--- config.mk ---
export PLATFORM = sky130hd
export DESIGN_NAME = misc_gen
export DESIGN_NICKNAME = d
export VERILOG_FILES = /design/src/rtl/misc_gen_pkg.sv /design/src/rtl/misc_tick_cap.sv /design/src/rtl/misc_gen.sv
export SDC_FILE = /design/constraint.sdc
export NUM_CORES = 1
export LEC_CHECK = 0
export ABC_CLOCK_PERIOD_IN_PS = 2050
export CORE_MARGIN = 1
export CORE_UTILIZATION = 25
export DETAILED_ROUTE_END_ITERATION = 6
export GPL_TIMING_DRIVEN = 1
export PLACE_DENSITY = 0.43
export SYNTH_ARGS = -nofsm -noshare
export SYNTH_HDL_FRONTEND = slang
export SYNTH_SLANG_ARGS = --single-unit
--- constraint.sdc ---
create_clock -name clk -period 2.05 [get_ports clk]
set_input_delay 0.41 -clock clk [delete_from_list [all_inputs] [get_ports clk]]
set_output_delay 0.41 -clock clk [all_outputs]
set_load 0.1 [all_outputs]
--- src/rtl/misc_gen_pkg.sv ---
`default_nettype none
// ============================================================================
// Module      : misc_gen_pkg
// Description : Shared definitions for the misc_gen block: Wishbone register
//               word addresses, BOOT/STATUS/PDM field positions and a
//               16-bit saturating increment helper used by the tick
//               capture channels.
// Revision    : 1.0 - initial release
// ============================================================================
package misc_gen_pkg;

    // Register word addresses
    localparam logic [7:0] c_addr_boot     = 8'h00;
    localparam logic [7:0] c_addr_status   = 8'h01;
    localparam logic [7:0] c_addr_time     = 8'h02;
    localparam logic [7:0] c_addr_sofcnt   = 8'h03;
    localparam logic [7:0] c_addr_cap_base = 8'h10;
    localparam logic [7:0] c_addr_pdm_base = 8'h20;

    // BOOT register fields
    localparam int c_boot_now_bit = 2;
    localparam int c_boot_sel_lsb = 0;

    // STATUS register: one sticky overflow flag per E1 port starting here
    localparam int c_status_ovf_lsb = 0;

    // PDM register: output-enable bit (value occupies the low bits)
    localparam int c_pdm_oe_bit = 31;

    // Interval counters and captures saturate at this value
    localparam logic [15:0] c_cnt_max = 16'hFFFF;

    // Add one (when inc is set) without wrapping past c_cnt_max.
    function automatic logic [15:0] sat_inc16(input logic [15:0] v, input logic inc);
        if (inc && (v != c_cnt_max)) begin
            return v + 16'd1;
        end
        return v;
    endfunction

endpackage
`default_nettype wire

--- src/rtl/misc_tick_cap.sv ---
`default_nettype none
// ============================================================================
// Module      : misc_tick_cap
// Description : One E1 tick capture channel. Counts ticks in a saturating
//               16-bit interval counter; on SOF the count (including a tick
//               in the same cycle) is copied to the capture register and the
//               counter restarts. A sticky overflow flag is set when the
//               counter reaches saturation and cleared by ovf_clr; a set in
//               the same cycle as a clear takes priority.
// Ports       : clk, rst_n      - clock, async active-low reset
//               tick            - single-cycle E1 bit tick
//               sof             - single-cycle USB start-of-frame
//               ovf_clr         - clear request for the overflow flag
//               cap[15:0]       - last captured interval count
//               ovf             - sticky overflow flag
// Revision    : 1.0 - initial release
// ============================================================================
module misc_tick_cap
    import misc_gen_pkg::*;
(
    input  logic        clk,
    input  logic        rst_n,
    input  logic        tick,
    input  logic        sof,
    input  logic        ovf_clr,
    output logic [15:0] cap,
    output logic        ovf
);

    logic [15:0] r_cnt;
    logic [15:0] r_cap;
    logic        r_ovf;

    logic [15:0] w_cnt_inc;
    logic        w_sat_set;

    assign w_cnt_inc = sat_inc16(r_cnt, tick);

    // Saturation is "reached" on the tick that moves the count onto the
    // maximum, whether or not an SOF restarts the counter in that cycle.
    assign w_sat_set = tick && (r_cnt == (c_cnt_max - 16'd1));

    always_ff @(posedge clk or negedge rst_n) begin
        if (!rst_n) begin
            r_cnt <= '0;
            r_cap <= '0;
            r_ovf <= 1'b0;
        end else begin
            if (sof) begin
                r_cap <= w_cnt_inc;
                r_cnt <= '0;
            end else begin
                r_cnt <= w_cnt_inc;
            end

            if (w_sat_set) begin
                r_ovf <= 1'b1;
            end else if (ovf_clr) begin
                r_ovf <= 1'b0;
            end
        end
    end

    assign cap = r_cap;
    assign ovf = r_ovf;

endmodule
`default_nettype wire

--- src/rtl/misc_gen.sv ---
`default_nettype none
// ============================================================================
// Module      : misc_gen
// Description : Miscellaneous control/status block with a Wishbone slave.
//               Provides reboot request fields, per-port E1 tick interval
//               captures with sticky overflow flags, a free-running cycle
//               counter, a USB SOF counter and PDM channel configuration.
//               Every access is acked one cycle after wb_cyc rises; writes
//               land one cycle after the ack via registered strobes.
// Options     : MISC_GEN_PDM_READBACK_EN - when defined, PDM_i registers are
//               readable as {oe, zeros, value}; otherwise they read as 0 and
//               no PDM read path is built.
// Ports       : clk, rst_n               - clock, async active-low reset
//               tick_e1[N_E1-1:0]        - E1 bit ticks, one per port
//               tick_usb_sof             - USB start-of-frame pulse
//               pdm_val[N_PDM*PDM_W-1:0] - PDM values, channel i at i*PDM_W
//               pdm_oe[N_PDM-1:0]        - PDM output enables
//               boot_sel[1:0], boot_now  - reboot request fields
//               wb_*                     - Wishbone slave port
// Revision    : 1.0 - initial release
// ============================================================================
module misc_gen
    import misc_gen_pkg::*;
#(
    parameter int N_E1  = 4,
    parameter int N_PDM = 5,
    parameter int PDM_W = 12
) (
    input  logic                   clk,
    input  logic                   rst_n,
    input  logic [N_E1-1:0]        tick_e1,
    input  logic                   tick_usb_sof,
    output logic [N_PDM*PDM_W-1:0] pdm_val,
    output logic [N_PDM-1:0]       pdm_oe,
    output logic [1:0]             boot_sel,
    output logic                   boot_now,
    input  logic [7:0]             wb_addr,
    input  logic [31:0]            wb_wdata,
    output logic [31:0]            wb_rdata,
    input  logic                   wb_we,
    input  logic                   wb_cyc,
    output logic                   wb_ack
);

    // ------------------------------------------------------------------
    // Wishbone front end
    // ------------------------------------------------------------------
    logic        r_ack;
    logic [31:0] r_rdata;
    logic        r_wr_stb;
    logic [7:0]  r_wr_addr;
    logic [31:0] r_wr_data;

    logic        w_acc_start;
    logic [31:0] w_rd_mux;

    // An access starts in any cycle where cyc is high and we are not
    // already acking, so a held cyc produces back-to-back accesses.
    assign w_acc_start = wb_cyc & ~r_ack;

    always_ff @(posedge clk or negedge rst_n) begin
        if (!rst_n) begin
            r_ack     <= 1'b0;
            r_rdata   <= '0;
            r_wr_stb  <= 1'b0;
            r_wr_addr <= '0;
            r_wr_data <= '0;
        end else begin
            r_ack    <= w_acc_start;
            r_rdata  <= (w_acc_start && !wb_we) ? w_rd_mux : '0;
            r_wr_stb <= w_acc_start & wb_we;
            if (w_acc_start && wb_we) begin
                r_wr_addr <= wb_addr;
                r_wr_data <= wb_wdata;
            end
        end
    end

    assign wb_ack   = r_ack;
    assign wb_rdata = r_rdata;

    // Only some write-data bits reach a register; fold the rest away.
    logic w_unused_wr_data;
    assign w_unused_wr_data = ^r_wr_data;

    // ------------------------------------------------------------------
    // Write decode (strobe is high during the ack cycle)
    // ------------------------------------------------------------------
    logic            w_wr_boot;
    logic            w_wr_status;
    logic [N_E1-1:0] w_ovf_clr;

    assign w_wr_boot   = r_wr_stb && (r_wr_addr == c_addr_boot);
    assign w_wr_status = r_wr_stb && (r_wr_addr == c_addr_status);
    assign w_ovf_clr   = w_wr_status ? r_wr_data[c_status_ovf_lsb +: N_E1] : '0;

    // ------------------------------------------------------------------
    // BOOT, TIME and SOFCNT registers
    // ------------------------------------------------------------------
    logic [1:0]  r_boot_sel;
    logic        r_boot_now;
    logic [31:0] r_time;
    logic [15:0] r_sofcnt;

    always_ff @(posedge clk or negedge rst_n) begin
        if (!rst_n) begin
            r_boot_sel <= '0;
            r_boot_now <= 1'b0;
            r_time     <= '0;
            r_sofcnt   <= '0;
        end else begin
            if (w_wr_boot) begin
                r_boot_now <= r_wr_data[c_boot_now_bit];
                r_boot_sel <= r_wr_data[c_boot_sel_lsb +: 2];
            end
            r_time <= r_time + 32'd1;
            if (tick_usb_sof) begin
                r_sofcnt <= r_sofcnt + 16'd1;
            end
        end
    end

    assign boot_sel = r_boot_sel;
    assign boot_now = r_boot_now;

    // ------------------------------------------------------------------
    // Per-port tick capture channels
    // ------------------------------------------------------------------
    logic [N_E1*16-1:0] w_cap_flat;
    logic [N_E1-1:0]    w_ovf;

    for (genvar gi = 0; gi < N_E1; gi++) begin : g_tick_cap
        misc_tick_cap u_tick_cap (
            .clk     (clk),
            .rst_n   (rst_n),
            .tick    (tick_e1[gi]),
            .sof     (tick_usb_sof),
            .ovf_clr (w_ovf_clr[gi]),
            .cap     (w_cap_flat[gi*16 +: 16]),
            .ovf     (w_ovf[gi])
        );
    end

    // ------------------------------------------------------------------
    // PDM channel registers
    // ------------------------------------------------------------------
    for (genvar gi = 0; gi < N_PDM; gi++) begin : g_pdm
        logic             w_wr_pdm;
        logic [PDM_W-1:0] r_val;
        logic             r_oe;

        assign w_wr_pdm = r_wr_stb && (r_wr_addr == 8'(c_addr_pdm_base + gi));

        always_ff @(posedge clk or negedge rst_n) begin
            if (!rst_n) begin
                r_val <= '0;
                r_oe  <= 1'b0;
            end else if (w_wr_pdm) begin
                r_val <= r_wr_data[PDM_W-1:0];
                r_oe  <= r_wr_data[c_pdm_oe_bit];
            end
        end

        assign pdm_val[gi*PDM_W +: PDM_W] = r_val;
        assign pdm_oe[gi]                 = r_oe;
    end

    // ------------------------------------------------------------------
    // Read mux; anything not decoded here (BOOT, unmapped, ports or
    // channels beyond the configured count) reads as zero.
    // ------------------------------------------------------------------
    always_comb begin
        w_rd_mux = '0;
        if (wb_addr == c_addr_status) begin
            w_rd_mux[c_status_ovf_lsb +: N_E1] = w_ovf;
        end else if (wb_addr == c_addr_time) begin
            w_rd_mux = r_time;
        end else if (wb_addr == c_addr_sofcnt) begin
            w_rd_mux[15:0] = r_sofcnt;
        end
        for (int i = 0; i < N_E1; i++) begin
            if (wb_addr == 8'(c_addr_cap_base + i)) begin
                w_rd_mux[15:0] = w_cap_flat[i*16 +: 16];
            end
        end
`ifdef MISC_GEN_PDM_READBACK_EN
        for (int i = 0; i < N_PDM; i++) begin
            if (wb_addr == 8'(c_addr_pdm_base + i)) begin
                w_rd_mux[c_pdm_oe_bit] = pdm_oe[i];
                w_rd_mux[PDM_W-1:0]    = pdm_val[i*PDM_W +: PDM_W];
            end
        end
`endif
    end

endmodule
`default_nettype wire

; Word-level counts from Yosys, hierarchy flattened
; Cells that the tools add are included.
[word_totals]
input_bits = 49
output_inout_bits = 101
elab_cells = 119
reg_bits = 322
[op_classes]
reduce_logical = 23
n_bitwise = 3
add_sub_neg = 6
n_eq_ne = 21
n_mux = 35
[op_table]
columns = op, n
row1 = $mux 16, 19
row2 = $add 16x1->16 const B, 5
row3 = $eq 16x16->1 const B, 4
row4 = $ne 16x16->1 const B, 4
row5 = $eq 8x6->1 const B, 5
row6 = $add 32x1->32 const B, 1
row7 = $eq 8x5->1 const B, 4
row8 = $mux 32, 1
row9 = $mux 28, 1
row10 = $logic_and 1x1->1, 17
row11 = $eq 8x1->1 const B, 2
row12 = $eq 8x2->1 const B, 2
row13 = $mux 1, 12
row14 = $logic_not 8->1, 1
row15 = $mux 4, 2
row16 = $reduce_bool 2->1, 4
row17 = $and 1x1->1, 2
row18 = $logic_not 1->1, 1
row19 = $not 1->1, 1

; Logic depth before layout (Yosys ltp)
; Gate-level depths: netlist of run 1.
[depth]
depth_word = 9
mapped_depth = 7

; By module
; From an unflattened synthesis of run 1, not the netlist that was laid out.
[unflattened]
hier_cells = 1257
hier_area_um2 = 13922.1
[modules_own_cells]
columns = mod, seq_area_each_um2, cells_each, area_per_inst_um2, n_inst
row1 = misc_gen, 4279.1, 621, 7646.1, 1
row2 = misc_tick_cap, 825.8, 159, 1569.0, 4

; Worst setup path after synthesis of run 1
; Ideal clock, no wire load.
[synth_timing]
path_kind = register -> register
startpoint = register r_ack (netlist: wb_ack)
endpoint = register r_rdata[21] (netlist: wb_rdata[21])
setup_time_ps = 66
path_stages_with_launch = 6
arrival_ps = 2127
path_buffers = 1
slack_ps = -143
cell_sequence = dfrtp_1 > nor3b_1 > nand3_1 > nor3b_1 > clkbuf_1 > and2_1
[synth_between]
elab_chain_len = 4
[synth_lines]
columns = item, line
row1 = "start, declared", misc_gen.sv:48  ; logic r_ack;
row2 = "start signal, assigned", misc_gen.sv:69  ; r_ack <= w_acc_start;
row3 = $not 1->1, misc_gen.sv:59  ; assign w_acc_start = wb_cyc & ~r_ack;
row4 = $and 1x1->1, misc_gen.sv:59
row5 = $logic_and 1x1->1, misc_gen.sv:70  ; r_rdata <= (w_acc_start && !wb_we) ? w_rd_mux : '0;
row6 = $mux 32, misc_gen.sv:70
row7 = "end signal, assigned", misc_gen.sv:70
row8 = "end, declared", misc_gen.sv:49  ; logic [31:0] r_rdata;
; No other way between the ends.
; A chain may end at the register's enable or synchronous reset.

; Final worst setup path of run 1
[layout_timing]
startpoint = register g_tick_cap[2].u_tick_cap.r_cnt[0]
endpoint = register g_tick_cap[2].u_tick_cap.r_cap[11]
[layout_between]
elab_chain_len = 4
[layout_lines]
columns = item, line
row1 = "start, declared", misc_tick_cap.sv:30  ; logic [15:0] r_cnt;
row2 = "start signal, assigned", misc_tick_cap.sv:53  ; r_cnt <= w_cnt_inc;
row3 = branches (longest 3 deep; another with $add 16x1->16), --
row4 = $mux 16 *, misc_gen_pkg.sv:38  ; return v;
row5 = "end signal, assigned", misc_tick_cap.sv:50  ; r_cap <= w_cnt_inc;
row6 = "end, declared", misc_tick_cap.sv:31  ; logic [15:0] r_cap;
; Mark *: on every way between the ends. The select of a mux whose other input is x is not followed.

==> flow_metrics.env, run 1 <==
export IMPL_status="complete, no violations"
export IMPL_grt_use_total_pct=14.3
export IMPL_max_stage_delay_ns=0.65
export IMPL_cts_tree="yes"
export IMPL_die_h_um=239
export IMPL_nFillCells=5672
export IMPL_final_antenna_net_count=0
export IMPL_utilization_pct=32.9
export IMPL_worstPathCellList="ha_1 > nand4_1 > nor3_1 > buf_4 > or4b_2 > a31oi_1"
export IMPL_tightest_slew_ns=0.653
export IMPL_cts_sinks=303
export IMPL_dp_hpwl_mm=29.1
export IMPL_cp_end_kind="register"
export IMPL_synth_edff_count=0
export IMPL_num_antenna_cells=0
export IMPL_syn_avg_cell_area_um2=10.8
export IMPL_hp_class="primary input to register"
export IMPL_avgRoutedWirePerCell_um=17.4
export IMPL_viasPerCell=4.73
export IMPL_die_w_um=239
export IMPL_fin_worst_skew_ns=0.00902
export IMPL_routed_wirelength_mm=40.1
export IMPL_grt_pass1_vias=11000
export IMPL_power_density_nw_per_um2=842
export IMPL_grt_max_degree=78
export IMPL_antenna_found_initial=0
export IMPL_final_setup_viol_count=0
export IMPL_vias=10900
export IMPL_synth_async_sr_flop_share_pct=100
export IMPL_grt_pass1_wl_mm=64.0
export IMPL_timing_worst_setup_path_type="register to register"
export IMPL_clockBufferDepth=3
export IMPL_critPathMaxFanout=5
export IMPL_yosysWarningCount=0
export IMPL_crit_required_ns=2.51
export IMPL_max_freq_mhz=512
export IMPL_num_nets_final=1596
export IMPL_path_delay_family="simple AND/OR/NAND/NOR gates"
export IMPL_finalCritPeriodShare_pct=95.2
export IMPL_yosys_register_bits=303
export IMPL_fin_cells=2311
export IMPL_drt_iter0_markers=750
export IMPL_cts_clk_slew_worst_paths_ns=0.06
export IMPL_arrival_ns=2.41
export IMPL_final_hold_violation_count=0
export IMPL_grt_ovfl_total=0
export IMPL_post_route_min_period_ns=1.95
export IMPL_start_util_pct=25.4
export IMPL_slew_limit_headroom_pct=56.2
export IMPL_drive_gt1_share_pct=27.4
export IMPL_area_growth_pct=29.5
export IMPL_place_congestion=0.803
export IMPL_yosys_cell_types_count=68
export IMPL_clock_latency_ns=0.54
export IMPL_syn_num_nets=1366
export IMPL_cp_start_kind="register"
export IMPL_syn_area_um2=14100
export IMPL_yosysSeqAreaShare_pct=53.9
export IMPL_ctsRootBufferMaster="clkbuf_16"
export IMPL_drv_cap=0
export IMPL_slowest_stage="or4b_2"
export IMPL_synth_ff_type="dfrtp_1"
export IMPL_ctsHtreeMaxLevel=2
export IMPL_drv_slew=0
export IMPL_postCtsSetupRepairBufs=0
export IMPL_dieArea_um2=57200
export IMPL_cp_buffers_inverters=1
export IMPL_p_leak_nw=8.09
export IMPL_rows=86
export IMPL_placed_cells=2244
export IMPL_dr_pass1_iters=5
export IMPL_portBuffers=130
export IMPL_vdd_drop_max_v=0.000577
export IMPL_core_area_um2=55300
export IMPL_rsz0062_at_grt="no"
export IMPL_p_total_w=0.0153
export IMPL_io_pins=150
export IMPL_cts_buffers=38
export IMPL_synth_cells=1307
export IMPL_drc_errors=0
## area by class of cell
cell class              instances  area, um^2  area share (%)
clock buffers                  56        1180            6.49
clock inverters                10        56.3           0.309
repair buffers                258        2220            12.2
flip-flops and latches        303        7580            41.6
multi-input cells             911        6140            33.7
well taps                     748         936            5.14
inverters                      25        93.8           0.515
## cell families after synthesis
| logic type | share of synthesized area [%] |
|---|---|
| buffers and inverters | 2.66 |
| adder cells (fa/ha/maj) | 0.890 |
| XOR/XNOR | 2.93 |
| AO/OA/AOI/OAI | 12.4 |
| multiplexers | 9.24 |
| flip-flops | 53.9 |
| AND/OR/NAND/NOR | 18.0 |
## through the flow
step,area [um^2],hold slack (ns),worst slack [ns],setup TNS [ns]
after floorplan,14100,0.114,0.0592,0
after CTS,18200,0.245,0.0228,0
final,18200,0.278,0.0976,0
after global routing,18200,0.274,0.00541,0
after global placement,16900,0.315,-0.197,-4.68
after detailed placement,16900,0.317,-0.144,-3.04
## sequential cells by signal (all words and copies together) (netlist names)
| name | flops |
|---|---|
| boot_now | 1 |
| boot_sel | 2 |
| g_pdm.r_oe | 5 |
| g_pdm.r_val | 60 |
| g_tick_cap.u_tick_cap.cap | 64 |
| g_tick_cap.u_tick_cap.ovf | 4 |
| g_tick_cap.u_tick_cap.r_cnt | 64 |
| r_sofcnt | 16 |
| r_time | 32 |
| r_wr_addr | 8 |
| r_wr_data | 13 |
| r_wr_stb | 1 |
| wb_ack | 1 |
| wb_rdata | 32 |
## metal layers
metal	share of wire (%)	up-vias	GRT usage [%]	wire (um)
met3	4.3	56	2.20	1720
met1	49	5355	20.2	19500
met5	0	-	0	0
met4	2.0	0	4.14	796
met2	45	219	22.5	18100
li1	-	5292	-	-
## cells in the mapped netlist, types with 36 or more instances
cell / number / area, um^2
xnor2_1: 38 / 333
a31oi_1: 39 / 244
nand4_1: 43 / 269
a21oi_1: 78 / 390
nand2_1: 86 / 323
nand3_1: 50 / 250
o21ai_0: 56 / 280
clkbuf_1: 46 / 173
dfrtp_1: 303 / 7580
mux2_2: 101 / 1140
o31ai_1: 36 / 270
nor2_1: 88 / 330
## power by group
group,switching [W],total [W],leakage [nW],internal (W)
Sequential,0.000345,0.00668,4.08,0.00633
Combinational,0.00143,0.00209,3.40,0.000655
Clock,0.00260,0.00658,0.619,0.00398
Total,0.00437,0.0153,8.09,0.0110
## path summary, 6_finish.rpt
check / from / end / slack (ns) / cells past startpoint
min in group asynchronous: rst_n / r_wr_data[5] / 0.34 / 2
max in group asynchronous: rst_n / g_tick_cap[3].u_tick_cap.r_cnt[6] / 0.98 / 3
setup / recovery: g_tick_cap[2].u_tick_cap.r_cnt[0] / g_tick_cap[2].u_tick_cap.cap[11] / 0.1 / 6
hold / removal: tick_usb_sof / r_sofcnt[0] / 0.28 / 2
hold reg to reg: r_time[31] / r_time[31] / 0.47 / 1
setup reg to reg: g_tick_cap[2].u_tick_cap.r_cnt[0] / g_tick_cap[2].u_tick_cap.cap[11] / 0.1 / 6
## what timing repair did
item	4_1_cts	5_1_grt
hold buffers	1	0
resized for setup	0	4
endpoints found under the hold margin	29	0
setup endpoints to repair	0	12
## cells in the final DEF, fill, tap and decap left out, drive strengths merged, types with 5 or more instances in the layout
cell type and n:
nor3 25, or3b 12, xnor2 38, and2 27
clkinv 9, nand4b 6, and4 16, a21boi 12
nor4 16, nand3b 5, mux2 101, or2 5
inv 25, buf 231, nand2 86, clkdlybuf4s50 26
clkbuf 56, nor2b 17, ha 10, or3 15
and3 20, nand4 43, o2bb2ai 8, nand3 51
a31oi 39, dfrtp 303, a21oi 78, mux2i 14
or4 22, nor2 88, o21ai 56, xor2 9
o31ai 36
Power figures use the tool's default switching activity.
==> run 2, diff against run 1 <==
--- a/config.mk
+++ b/config.mk
@@ -6,7 +6,6 @@
 export NUM_CORES = 1
 export LEC_CHECK = 0
 export ABC_CLOCK_PERIOD_IN_PS = 2050
-export CORE_MARGIN = 1
 export CORE_UTILIZATION = 25
 export DETAILED_ROUTE_END_ITERATION = 6
 export GPL_TIMING_DRIVEN = 1
==> results of run 2 <==
The final DEF is identical to that of run 1; final timing and power are the same.
==> run 3, diff against run 2 <==
--- a/config.mk
+++ b/config.mk
@@ -5,11 +5,13 @@
 export SDC_FILE = /design/constraint.sdc
 export NUM_CORES = 1
 export LEC_CHECK = 0
+export ABC_AREA = 1
 export ABC_CLOCK_PERIOD_IN_PS = 2050
 export CORE_UTILIZATION = 25
 export DETAILED_ROUTE_END_ITERATION = 6
 export GPL_TIMING_DRIVEN = 1
 export PLACE_DENSITY = 0.43
+export SETUP_SLACK_MARGIN = 0.05
 export SYNTH_ARGS = -nofsm -noshare
 export SYNTH_HDL_FRONTEND = slang
 export SYNTH_SLANG_ARGS = --single-unit
==> run 3 against run 2 <==
The flow now finishes with violations (DRC). Combinational power up 37%. Wire length rose by 9.9%. Design area grew 1.5%. Largest cell class unchanged. Power grew 9.1%. Area after synthesis up 6.7%. Highest routed layer unchanged. Maximum frequency rose by 4.2%. Critical path depth up 4. Die area increased by 6.7%.
==> flow_metrics.env, run 3 <==
export IMPL_post_route_min_period_ns=1.87
export IMPL_io_pins=150
export IMPL_place_congestion=0.816
export IMPL_final_hold_violation_count=0
export IMPL_clockBufferDepth=3
export IMPL_portBuffers=130
export IMPL_final_setup_viol_count=0
export IMPL_yosys_cell_types_count=43
export IMPL_p_leak_nw=8.97
export IMPL_seqCellArea_um2=7580
export IMPL_cp_start_kind="register"
export IMPL_max_stage_delay_ns=0.43
export IMPL_netSwitchingFraction_pct=32.2
export IMPL_start_util_pct=25.4
export IMPL_vias=12200
export IMPL_final_common_cell="nand2_1"
export IMPL_dp_hpwl_mm=32.4
export IMPL_synth_top_area_cell="dfrtp_1"
export IMPL_cts_sinks=303
export IMPL_die_h_um=247
export IMPL_drc_errors=22
export IMPL_antenna_found_initial=0
export IMPL_grt_ovfl_total=0
export IMPL_yosys_cell_count_top_type="nand2_1"
export IMPL_synth_edff_count=0
export IMPL_clockPowerShare_pct=41.3
export IMPL_fin_worst_skew_ns=0.0357
export IMPL_postCtsSetupRepairBufs=0
export IMPL_status="finished with violations"
export IMPL_avgRoutedWirePerCell_um=15.9
export IMPL_crit_path_frequent_cell="nand2_1"
export IMPL_dr_pass1_iters=7
export IMPL_clock_latency_ns=0.57
export IMPL_drv_cap=0
export IMPL_grt_use_total_pct=14.8
export IMPL_yosysWarningCount=0
export IMPL_synth_area_leaders="dfrtp_1 51%, nand2_1 13%, inv_1 4.8%"
export IMPL_rsz0062_at_grt="yes"
export IMPL_hold_path_depth=2
export IMPL_violations="DRC"
export IMPL_viasPerCell=4.39
export IMPL_p_total_w=0.0167
export IMPL_yosys_register_bits=303
export IMPL_slowest_stage="dfrtp_1"
export IMPL_yosysSeqAreaShare_pct=50.5
export IMPL_die_w_um=247
export IMPL_core_area_um2=59100
export IMPL_grt_max_degree=79
export IMPL_synth_common_cells="525 x nand2_1, 303 x dfrtp_1, 192 x inv_1"
export IMPL_syn_area_um2=15000
export IMPL_critPathMaxFanout=18
export IMPL_path_delay_family="simple AND/OR/NAND/NOR gates"
export IMPL_seqPwrFrac_pct=41.6
export IMPL_ctsRootBufferMaster="clkbuf_16"
export IMPL_synth_async_sr_flop_share_pct=100
export IMPL_rows=89
export IMPL_vdd_drop_max_v=0.000502
export IMPL_cts_tree="yes"
export IMPL_num_nets_final=2035
export IMPL_switchingPower_w=0.00540
export IMPL_grt_pass1_vias=12100
export IMPL_ctsHtreeMaxLevel=2
export IMPL_utilization_pct=31.3
export IMPL_cts_buffers=38
export IMPL_routed_wirelength_mm=44.1
export IMPL_area_growth_pct=23.2
export IMPL_grt_pass1_wl_mm=70.3
export IMPL_hp_class="primary input to register"
export IMPL_crit_required_ns=2.44
export IMPL_syn_avg_cell_area_um2=8.23
export IMPL_yosys_area_top_type_share_pct=50.5
export IMPL_synth_cells=1823
export IMPL_worstPathCellList="ha_1 > inv_1 > nor2_4 > and2_4 > nand2_4 > nand2_8 > inv_6 > nand2_1 > nand2_1 > o21ai_0"
export IMPL_power_density_nw_per_um2=905
export IMPL_drive_gt1_share_pct=15.8
export IMPL_syn_num_nets=1882
export IMPL_synth_ff_type="dfrtp_1"
export IMPL_dp_slack_ns=-0.143
export IMPL_arrival_ns=2.27
export IMPL_drt_iter0_markers=768
export IMPL_cp_depth=10
export IMPL_timing_worst_setup_path_type="register to register"
export IMPL_multi_input_area_um2=6290
export IMPL_finalCritPeriodShare_pct=91.4
export IMPL_internal_power_w=0.0113
export IMPL_finalWorstSetupSlack_ns=0.177
export IMPL_nFillCells=6286
export IMPL_num_antenna_cells=0
export IMPL_tightest_slew_ns=0.552
export IMPL_drv_slew=0
export IMPL_pwr_share_comb_pct=17.2
export IMPL_dieArea_um2=61000
export IMPL_final_antenna_net_count=0
export IMPL_final_cell_mix="525 x nand2_1, 303 x dfrtp_1, 192 x inv_1"
export IMPL_cts_clk_slew_worst_paths_ns=0.06
export IMPL_max_freq_mhz=534
export IMPL_slew_limit_headroom_pct=63.2
export IMPL_reg2reg_depth=10
export IMPL_cp_buffers_inverters=2
export IMPL_cp_end_kind="register"
[run 3: cell types whose count changed after synthesis, moves of 32 or more]
cell / change
a31oi_1: -39
mux2_2: -101
nand2_2: +41
nand3_1: +87
xnor2_1: -32
xor2_1: +66
nor2_1: +71
o31ai_1: -36
a21oi_1: -78
inv_1: +167
o21ai_0: +76
nand2_1: +439
[run 3: power by group through the flow]
| stage | Combinational (W) | Clock, W | Sequential [W] |
|---|---|---|---|
| floorplan | 0.00105 | 0 | 0.00792 |
| finish | 0.00287 | 0.00691 | 0.00695 |
| CTS | 0.00292 | 0.00714 | 0.00696 |
| global route | 0.00314 | 0.00739 | 0.00702 |
| detailed placement | 0.00291 | 0 | 0.00706 |
| global placement | 0.00287 | 0 | 0.00706 |
[run 3: worst register-to-register path, stage by stage, from the launching register on]
cell and delay, ns:
dfrtp_1 0.43, ha_1 0.26, inv_1 0.11, nor2_4 0.05
and2_4 0.17, nand2_4 0.08, nand2_8 0.11, inv_6 0.19
nand2_1 0.08, nand2_1 0.13, o21ai_0 0.09
[run 3: final cells by class]
class	instances	area share [%]
timing repair buffer	182	8.62
multi-input combinational	1252	34.0
tap	773	5.23
sequential	303	41.0
clock inverter	15	1.12
clock buffer	54	5.90
inverter	199	4.12
[run 3: cells by family after synthesis]
logic type / share of synthesized area [%]
DFF: 50.5
buffers and inverters: 7.70
AOI/OAI and AO/OA: 6.55
xor gates and xnor gates: 4.73
adders and majority gates: 0.834
and+or+nand+nor: 29.7
[run 3: stage by stage]
step | instance area (um^2) | setup TNS, ns | hold WS [ns] | std cells
final | 18500 | 0 | 0.189 | 2778
after global routing | 18500 | 0 | 0.191 | 2778
after CTS | 18500 | 0 | 0.168 | 2778
after detailed placement | 17200 | -2.14 | 0.322 | 2708
after global placement | 17200 | -1.82 | 0.317 | 2708
after floorplan | 15000 | 0 | 0.114 | 1823
[run 3: worst paths after layout]
kind,startpoint,end,slack [ns]
max in group asynchronous,rst_n,g_tick_cap[1].u_tick_cap.r_cnt[6],1.01
setup / recovery,g_tick_cap[3].u_tick_cap.r_cnt[1],g_tick_cap[3].u_tick_cap.cap[4],0.18
hold reg to reg,r_time[31],r_time[31],0.47
hold / removal,tick_usb_sof,r_sofcnt[1],0.19
min in group asynchronous,rst_n,g_pdm[2].r_val[4],0.33
setup reg to reg,g_tick_cap[3].u_tick_cap.r_cnt[1],g_tick_cap[3].u_tick_cap.cap[4],0.18
[run 3: repair_timing]
item / CTS / global route
setup endpoints to repair: 0 / 4
endpoints found under the hold margin: 29 / 0
resized for setup: 0 / 3
hold buffers: 1 / 0
[run 3: layer usage]
metal	up-vias	track usage, %	share of wire [%]
met5	-	0	0
met3	51	2.20	4.2
li1	6064	-	-
met2	212	23.3	45
met4	0	4.52	2.3
met1	5860	20.9	49
